File: src/rtl/fetch_sequencer.sv
// fetch_sequencer: step counter, IR, PC and ADDR for control_unit.
// Define STEP_LIMIT_EN for per-opcode last-step decode; else 8 steps.
module fetch_sequencer #(
    parameter int DATA_W = 16
) (
    input  logic              clock,
    input  logic              resetn,
    input  logic              run,
    input  logic              done,
    input  logic [DATA_W-1:0] din,
    input  logic [DATA_W-1:0] bus,
    input  logic              ir_act,
    input  logic              incr_pc,
    input  logic              pc_load,
    input  logic              addr_act,
    output logic [2:0]        counter,
    output logic [9:0]        ir,
    output logic [DATA_W-1:0] pc,
    output logic [DATA_W-1:0] addr,
    output logic              instr_end
);

    logic [2:0] last_step;

`ifdef STEP_LIMIT_EN
    // Final step of the instruction held in IR, from its opcode
    always_comb begin
        last_step = 3'd0;
        unique case (1'b1)
            !ir[9]:                 last_step = 3'd6;
            (ir[9:7] == 3'b100):    last_step = 3'd2;
            default:                last_step = 3'd0;
        endcase
    end
`else
    // Without opcode decode every instruction runs all eight steps
    always_comb begin
        last_step = 3'd7;
    end
`endif

    // Last step of the current instruction, or an early finish
    always_comb begin
        instr_end = run & (done | (counter == last_step));
    end

    // Step counter restarts after the final step
    always_ff @(posedge clock or negedge resetn) begin
        if (!resetn) begin
            counter <= 3'd0;
        end else if (run) begin
            if (instr_end) begin
                counter <= 3'd0;
            end else begin
                counter <= counter + 3'd1;
            end
        end
    end

    // IR takes the top ten bits of memory data
    always_ff @(posedge clock or negedge resetn) begin
        if (!resetn) begin
            ir <= 10'd0;
        end else if (run && ir_act) begin
            ir <= din[DATA_W-1 -: 10];
        end
    end

    // PC load from bus wins over increment; increment wraps
    always_ff @(posedge clock or negedge resetn) begin
        if (!resetn) begin
            pc <= '0;
        end else if (run) begin
            if (pc_load) begin
                pc <= bus;
            end else if (incr_pc) begin
                pc <= pc + 1'b1;
            end
        end
    end

    // ADDR captures bus directly, never the updated PC
    always_ff @(posedge clock or negedge resetn) begin
        if (!resetn) begin
            addr <= '0;
        end else if (run && addr_act) begin
            addr <= bus;
        end
    end

endmodule

File: config.mk
export PLATFORM = sky130hd
export DESIGN_NAME = fetch_sequencer
export DESIGN_NICKNAME = d
export VERILOG_FILES = /design/src/rtl/fetch_sequencer.sv
export SDC_FILE = /design/constraint.sdc
export NUM_CORES = 1
export LEC_CHECK = 0
export ABC_AREA = 1
export CELL_PAD_IN_SITES_DETAIL_PLACEMENT = 1
export CELL_PAD_IN_SITES_GLOBAL_PLACEMENT = 2
export CORE_ASPECT_RATIO = 0.75
export CORE_MARGIN = 2
export CORE_UTILIZATION = 22
export CTS_CLUSTER_DIAMETER = 120
export DETAILED_ROUTE_END_ITERATION = 16
export PLACE_DENSITY = 0.78
export SETUP_SLACK_MARGIN = 0.5
export SLEW_MARGIN = 20
export SYNTH_ARGS = -nofsm -noshare
export SYNTH_HDL_FRONTEND = slang
export SYNTH_SLANG_ARGS = --single-unit
File: constraint.sdc
create_clock -name clock -period 1.5 [get_ports clock]
set_clock_uncertainty 0.15 [all_clocks]
set_input_delay 0.3 -clock clock [delete_from_list [all_inputs] [get_ports clock]]
set_output_delay 0.3 -clock clock [all_outputs]
set_load 0.01 [all_outputs]
; Word-level counts from Yosys, hierarchy flattened
; Cells that the tools add are included.
; W data, S select, Z words.
[classes]
addsub = 2
n_eq_ne = 1
muxes = 3
bitwise = 2
n_reduce_logical = 4
[op_table]
columns = operator, n
row1 = $mux W16, 2
row2 = $add A16 B1 Y16 const B, 1
row3 = $add A3 B1 Y3 const B, 1
row4 = $eq A3 B3 Y1 const B, 1
row5 = $mux W3, 1
row6 = $logic_and A1 B1 Y1, 2
row7 = $reduce_and A2 Y1, 1
row8 = $reduce_bool A2 Y1, 1
row9 = $and A1 B1 Y1, 1
row10 = $or A1 B1 Y1, 1
[word_totals]
reg_bits = 45
input_bits = 40
word_cells = 16

; Depth between registers and ports, before layout
; Gate-level depths: netlist (run 1).
[logic_depth]
ltp_word = 4
depth_mapped = 10
depth_no_buf = 10

; Least setup slack after synthesis (run 1)
; Ideal clock, no wire load.
[synth_timing]
path_type = register to output
start = register counter[0]
end = output instr_end
arrival_time_ns = 1.068
required_ns = 1.050
setup_slack_ns = -0.018
stages_incl_launch_ff = 5
cell_sequence = dfrtp_1 > ha_1 > ha_1 > nor2_1 > nor2_1
[synth_via]
elab_chain_cells = 3
[synth_lines]
columns = element, line
row1 = from (decl), 16  ; output logic [2:0] counter,
row2 = from (signal assigned), 55  ; counter <= counter + 3'd1;
row3 = $eq A3 B3 Y1, 44  ; instr_end = run & (done | (counter == last_step));
row4 = $or A1 B1 Y1, 44
row5 = $and A1 B1 Y1, 44
row6 = to (decl), 20  ; output logic instr_end
; Every way passes these cells.

; Worst setup path in the final report (run 1)
[layout_timing]
start = register counter[1]
end = output instr_end
; The elaborated chain is that of the path after synthesis.

==> results of run 1 <==
## layout by cell type, fill, tap and decap left out, drive strengths merged, types with 4 or more instances in the layout
cell type / n
buf: 145
nand2: 70
dfrtp: 45
inv: 30
clkdlybuf4s50: 24
o21ai: 24
nor2: 24
mux2: 18
nand3: 18
a21oi: 15
clkbuf: 7
nand4: 4
## per-layer routing
metal	vias up	global-route usage, %	share of wire [%]
li1	1218	-	-
met1	1276	22.77	45
met2	77	27.06	48
met3	17	3.483	5.3
met4	0	4.457	2.2
met5	-	0	0
## cells by family (layout without fill, tap and decap cells)
logic type	count (synthesis)	count (layout)
simple gates	116	118
flops	45	45
compound gates	43	43
buf+inv	37	215
mux	18	18
fa+ha+maj	3	3
## power by group
group,internal (mW),switching [mW]
sequential,1.42,0.190
clock,0.622,0.514
combinational,1.21,0.948
## worst max-delay path by stage
stage                      startpoint        end  slack, ns  cells after the start
2_1_floorplan  counter[0]$_DFFE_PN0P_  instr_end       0.12                      4
3_3_place_gp                      run  instr_end      -0.45                      4
3_5_place_dp                      run  instr_end      -0.45                      4
4_1_cts        counter[0]$_DFFE_PN0P_  instr_end      -0.26                      5
5_1_grt        counter[1]$_DFFE_PN0P_  instr_end      -0.29                      5
6_report       counter[1]$_DFFE_PN0P_  instr_end      -0.25                      5
## worst max-delay path, stage by stage (launching register included)
cell	delay, ns
dfrtp_1	0.38
ha_2	0.20
ha_4	0.16
nor2_4	0.09
nor2_2	0.04
buf_2	0.13
## state kept, by name, summed over array words and instances (netlist names)
register / count
addr: 16
counter: 3
ir: 10
pc: 16
## final cells by class
class | instances | area share (%)
Inverter | 29 | 2.651
Multi-Input combinational cell | 182 | 29.93
Clock inverter | 3 | 0.4552
Sequential cell | 45 | 24.34
Clock buffer | 5 | 2.677
Timing Repair Buffer | 178 | 36.41
Tap cell | 132 | 3.534
## metrics by stage
stage | TNS, ns | setup WS [ns] | util, % | instances | hold WS [ns]
2_1_floorplan | 0 | 0.1233 | - | 262 | -0.1456
3_3_place_gp | -10.02 | -0.4546 | 36.24 | 492 | 0.1580
3_5_place_dp | -10.63 | -0.4539 | 36.24 | 492 | 0.1581
4_1_cts | -0.2872 | -0.2560 | 43.40 | 552 | 0.2543
5_1_grt | -1.308 | -0.2910 | 47.62 | 574 | 0.2830
6_report | -0.4211 | -0.2484 | 47.62 | 574 | 0.2552
## what timing repair did
| item | in CTS | in global routing |
|---|---|---|
| pin swaps | 31 | 24 |
| setup endpoints to repair | 91 | 83 |
| hold buffers | 1 | 0 |
| hold endpoints to repair | 45 | 0 |
| setup buffers | 47 | 22 |
| resized for setup | 288 | 69 |
| gates cloned | 4 | 0 |
==> flow_summary_export.csv, run 1 <==
group,metric,value,unit
setup_path,crit_required,1.05,ns
finish,drive_gt1_share,57.01,%
clock_network,cts_inserted_buffers,5,
detailed_routing,routedWlPerCell,17.22,um
clock_network,cts_root_buf,"clkbuf_16",
pwr,cellPowerDensity,1049,mW/mm^2
detailed_routing,antenna_left,0,
setup_path,reg2reg_slack,-0.07,ns
finish,nets,484,
setup_path,cp-start-kind,"register",
setup_path,arrival,1.30,ns
synth,ys_seq_elements,45,
timing,hold_viol_final,0,
detailed_routing,via_per_inst,4.509,
finish,synthToLayoutAreaGrowth,107.3,%
timing,drv_slew,0,
pwr,ir_drop,0.4337,mV
clock_network,clkTransAtPathRegs,0.07,ns
synth,synth_compound_area_share,10.54,%
synth,synth.area.top_cells,"dfrtp_1 (50%), nand2_1 (11%), mux2_2 (9.0%)",
synth,synth_top_cell_area_share,49.94,%
synth,synth-adder-area-share,1.665,%
synth,synthCells,262,
synth,async_reset_ff_share,100.0,%
placed_design,routabilityCongestion,0.7734,
hold_path,hold_path_end,"counter[1]$_DFFE_PN0P_",
synth,netlist-cell-type-count,23,
finish,fin_area,0.004673,sq mm
timing,rsz0062_at_grt,"yes",
timing,slew_headroom,80.94,%
synth,synth_top_family_by_area,"simple AND/OR/NAND/NOR gates",
timing,max_freq,0.5720,GHz
floorplanning,floorplan.die.width,120.9,um
status,status,"finished with violations",
synth,synth_nets,305,
synth,muxShareOfSynthArea,8.990,%
flow_run,cap_viol_max_count,0,
detailed_routing,wl,9887,um
setup_path,r2r_end,"pc[10]$_DFFE_PN0P_",
finish,fillCellCount,1111,
timing,period_share,116.6,%
synth,synth_area,0.002255,sq mm
synth,synth_top_cell_by_area,"dfrtp_1",
grt,overflow,0,
finish,regArea,0.001137,sq mm
grt,grt_pass1_wl,14390,um
synth,synth-simple-area-share,21.42,%
grt,grt_antenna_before_repair,0,
timing,fin_crit,1.748,ns
placed_design,place_area,0.003556,sq mm
synth,synth_warnings,0,
timing,timing.final.ws_setup,-0.2484,ns
hold_path,hold_path.class,"input port to register",
floorplanning,rows,31,
timing,max_slew.worst_pin.slew,0.2830,ns
synth,synth_top_flop_cell,"dfrtp_1",
status,violations,"negative setup slack",
synth,yosysSeqAreaShare,49.94,%
setup_path,r2r_cells,11,
setup_path,crit_path_end_kind,"output pin",
floorplanning,dieHeight,91.67,um
placed_design,dp.final_hpwl,5729,um
synth,synth.most_common_cell,"nand2_1",
pwr,power,4.904,mW
floorplanning,start_util,22.98,%
setup_path,worstSetupPathType,"register to output pin",
detailed_routing,vias,2588,
floorplanning,pin_count,86,
detailed_routing,drt-initial-drc-count,87,
setup_path,reg2reg_from,"pc[1]$_DFFE_PN0P_",
grt,track_usage,16.76,%
hold_path,whs_path_depth,5,
synth,synth_edf_count,0,
synth,synth_common_cells,"nand2_1 (66), dfrtp_1 (45), inv_1 (27)",
floorplanning,die_area,0.01108,sq mm
hold_path,holdCritStartpoint,"run",
clock_network,cts_tree,"built",
placed_design,io_buffers,79,
grt,grt_pass1_vias,2697,
detailed_routing,first_pass_iters,4,
clock_network,htree_levels,2,
grt,grt_max_degree,46,
finish,antennaDiodeCount,0,
clock_network,clock_sinks,45,
pwr,p_leak,2.275,nW
floorplanning,core,0.009813,sq mm
clock_network,clk_path_buf_depth,2,
clock_network,clk_latency,0.29,ns
timing,setup_viol,8,
setup_path,crit_path_max_fanout,2,
synth,synth.avg_cell_area,8.606,sq um
finish,multi_input_area,0.001399,sq mm
synth,synth_xor_area_share,0,%
detailed_routing,detail_route.drc_violations,0,
(Power assumes the default switching activity.)
==> run 2, diff against run 1 <==
- CORE_MARGIN: 2 -> not set
==> run 2 against run 1 <==
- the run still ends with negative setup slack left
- critical path depth unchanged
- non-clock buffer count decreased by 2
- cell count decreased by 0.35%
- critical endpoint unchanged
==> flow_summary_export.csv, run 2 (synthesis results as in run 1) <==
group,metric,value,unit
setup_path,cp_top_family,"flip-flops",
floorplanning,dieHeight,89.67,um
finish,drive_gt1_share,57.50,%
finish,fillCellCount,1113,
setup_path,crit_cells,5,
clock_network,cts_root_buf,"clkbuf_16",
finish,layout_common_cells,"buf_6 (62), nand2_1 (50), buf_4 (50)",
finish,final_common_cell,"buf_6",
detailed_routing,drt-initial-drc-count,80,
detailed_routing,vias,2527,
floorplanning,rows,31,
detailed_routing,antenna_left,0,
setup_path,crit_buf_inv,1,
hold_path,hold_path.class,"input port to register",
clock_network,clkTransAtPathRegs,0.07,ns
finish,reg_top3,"addr x16, pc x16, ir x10",
setup_path,crit_required,1.05,ns
finish,fin_cells,572,
status,status,"finished with violations",
detailed_routing,routedWlPerCell,16.31,um
setup_path,cp_cell_sequence,"ha_2, ha_4, nor2_4, nor2_2, buf_2",
clock_network,clk_latency,0.29,ns
finish,regArea,0.001137,sq mm
grt,grt_antenna_before_repair,0,
detailed_routing,via_per_inst,4.418,
floorplanning,pin_count,86,
setup_path,worstSetupPathType,"register to output pin",
timing,drv_slew,0,
setup_path,crit_path_max_fanout,2,
placed_design,io_buffers,79,
setup_path,r2r_cells,10,
setup_path,cp-start-kind,"register",
pwr,p_leak,2.236,nW
placed_design,dp_cells,489,
timing,hold_viol_final,0,
placed_design,pre_cts_ws,-0.4737,ns
grt,grt_max_degree,29,
timing,max_slew.worst_pin.slew,0.2596,ns
floorplanning,die_area,0.01066,sq mm
grt,track_usage,16.93,%
floorplanning,floorplan.die.width,118.9,um
timing,fin_crit,1.757,ns
floorplanning,core,0.009813,sq mm
clock_network,clock_sinks,45,
clock_network,cts_inserted_buffers,5,
pwr,ir_drop,0.3879,mV
finish,multi_input_area,0.001410,sq mm
finish,nets,482,
timing,period_share,117.1,%
setup_path,arrival,1.31,ns
timing,rsz0062_at_grt,"yes",
floorplanning,start_util,22.98,%
timing,setup_viol,12,
clock_network,cts_tree,"built",
grt,grt_pass1_wl,13900,um
pwr,cellPowerDensity,1077,mW/mm^2
finish,antennaDiodeCount,0,
grt,overflow,0,
detailed_routing,first_pass_iters,4,
setup_path,crit_path_end_kind,"output pin",
clock_network,htree_levels,2,
hold_path,whs_path_depth,4,
timing,timing.final.ws_setup,-0.2571,ns
placed_design,routabilityCongestion,0.7651,
placed_design,dp.final_hpwl,5710,um
detailed_routing,wl,9328,um
flow_run,cap_viol_max_count,0,
clock_network,clk_path_buf_depth,2,
grt,grt_pass1_vias,2587,
detailed_routing,detail_route.drc_violations,0,
status,violations,"negative setup slack",
timing,slew_headroom,82.51,%
setup_path,cpPeakStageDelay,0.39,ns
setup_path,crit_slowest_cell,"dfrtp_1",
finish,synthToLayoutAreaGrowth,106.1,%
timing,max_freq,0.5691,GHz
run 2: area by class of cell:
cell class	count	share of cell area, %
Timing Repair Buffer	176	35.46
Sequential cell	45	24.47
Inverter	29	2.558
Tap cell	132	3.554
Clock buffer	6	2.773
Clock inverter	2	0.8347
Multi-Input combinational cell	182	30.34
run 2: per-stage QoR:
step | utilization (%) | TNS, ns | instance area, sq um | hold WS (ns) | total power, mW
2_1_floorplan | - | 0 | 2471 | -0.1456 | 2.215
3_5_place_dp | 35.88 | -10.69 | 3521 | 0.1278 | 2.981
3_3_place_gp | 35.88 | -9.813 | 3521 | 0.1262 | 2.944
6_report | 47.35 | -1.133 | 4647 | 0.1484 | 5.006
5_1_grt | 47.35 | -2.537 | 4647 | 0.1721 | 5.278
4_1_cts | 42.85 | -0.7810 | 4205 | 0.1550 | 4.662
run 2: path summary, 6_finish.rpt:
check | from | to | slack (ns)
min reg2reg | addr[12]$_DFFE_PN0P_ | addr[12]$_DFFE_PN0P_ | 0.34
min | run | counter[2]$_DFFE_PN0P_ | 0.15
max in group asynchronous | resetn | pc[4]$_DFFE_PN0P_ | 0.57
min in group asynchronous | resetn | counter[0]$_DFFE_PN0P_ | 0.43
max reg2reg | counter[0]$_DFFE_PN0P_ | counter[0]$_DFFE_PN0P_ | -0.22
max | counter[0]$_DFFE_PN0P_ | instr_end | -0.26
run 2: metal layers:
metal  track usage [%]  vias up  share of wire, %
met5                 0        -                 0
met4             2.071        0               1.1
met3             3.472       12               4.0
met2             28.71       60                49
met1             23.10     1240                46
li1                  -     1215                 -
run 2: worst register-to-register path: stages (launching register included):
cell and delay [ns]:
dfrtp_1 0.36, ha_2 0.19, ha_4 0.14, nor2_4 0.04, buf_4 0.13, buf_6 0.10
buf_4 0.12, buf_6 0.10, buf_6 0.12, a21oi_2 0.12, a21oi_2 0.04
run 2: repair_timing:
| action | CTS | global route |
|---|---|---|
| resized for setup | 294 | 65 |
| endpoints found under the hold margin | 45 | 0 |
| pin swaps | 20 | 21 |
| setup buffers | 43 | 28 |
| cloned | 3 | 0 |
| endpoints found under the setup margin | 91 | 107 |
| hold buffers | 1 | 0 |
run 2: report_power, final:
part           leakage, nW  internal, mW  total (mW)  switching (mW)
Combinational         1.63          1.20        2.14           0.938
Clock               0.0810         0.791        1.28           0.489
Sequential           0.526          1.42        1.58           0.168
Total                 2.24          3.41        5.01            1.60
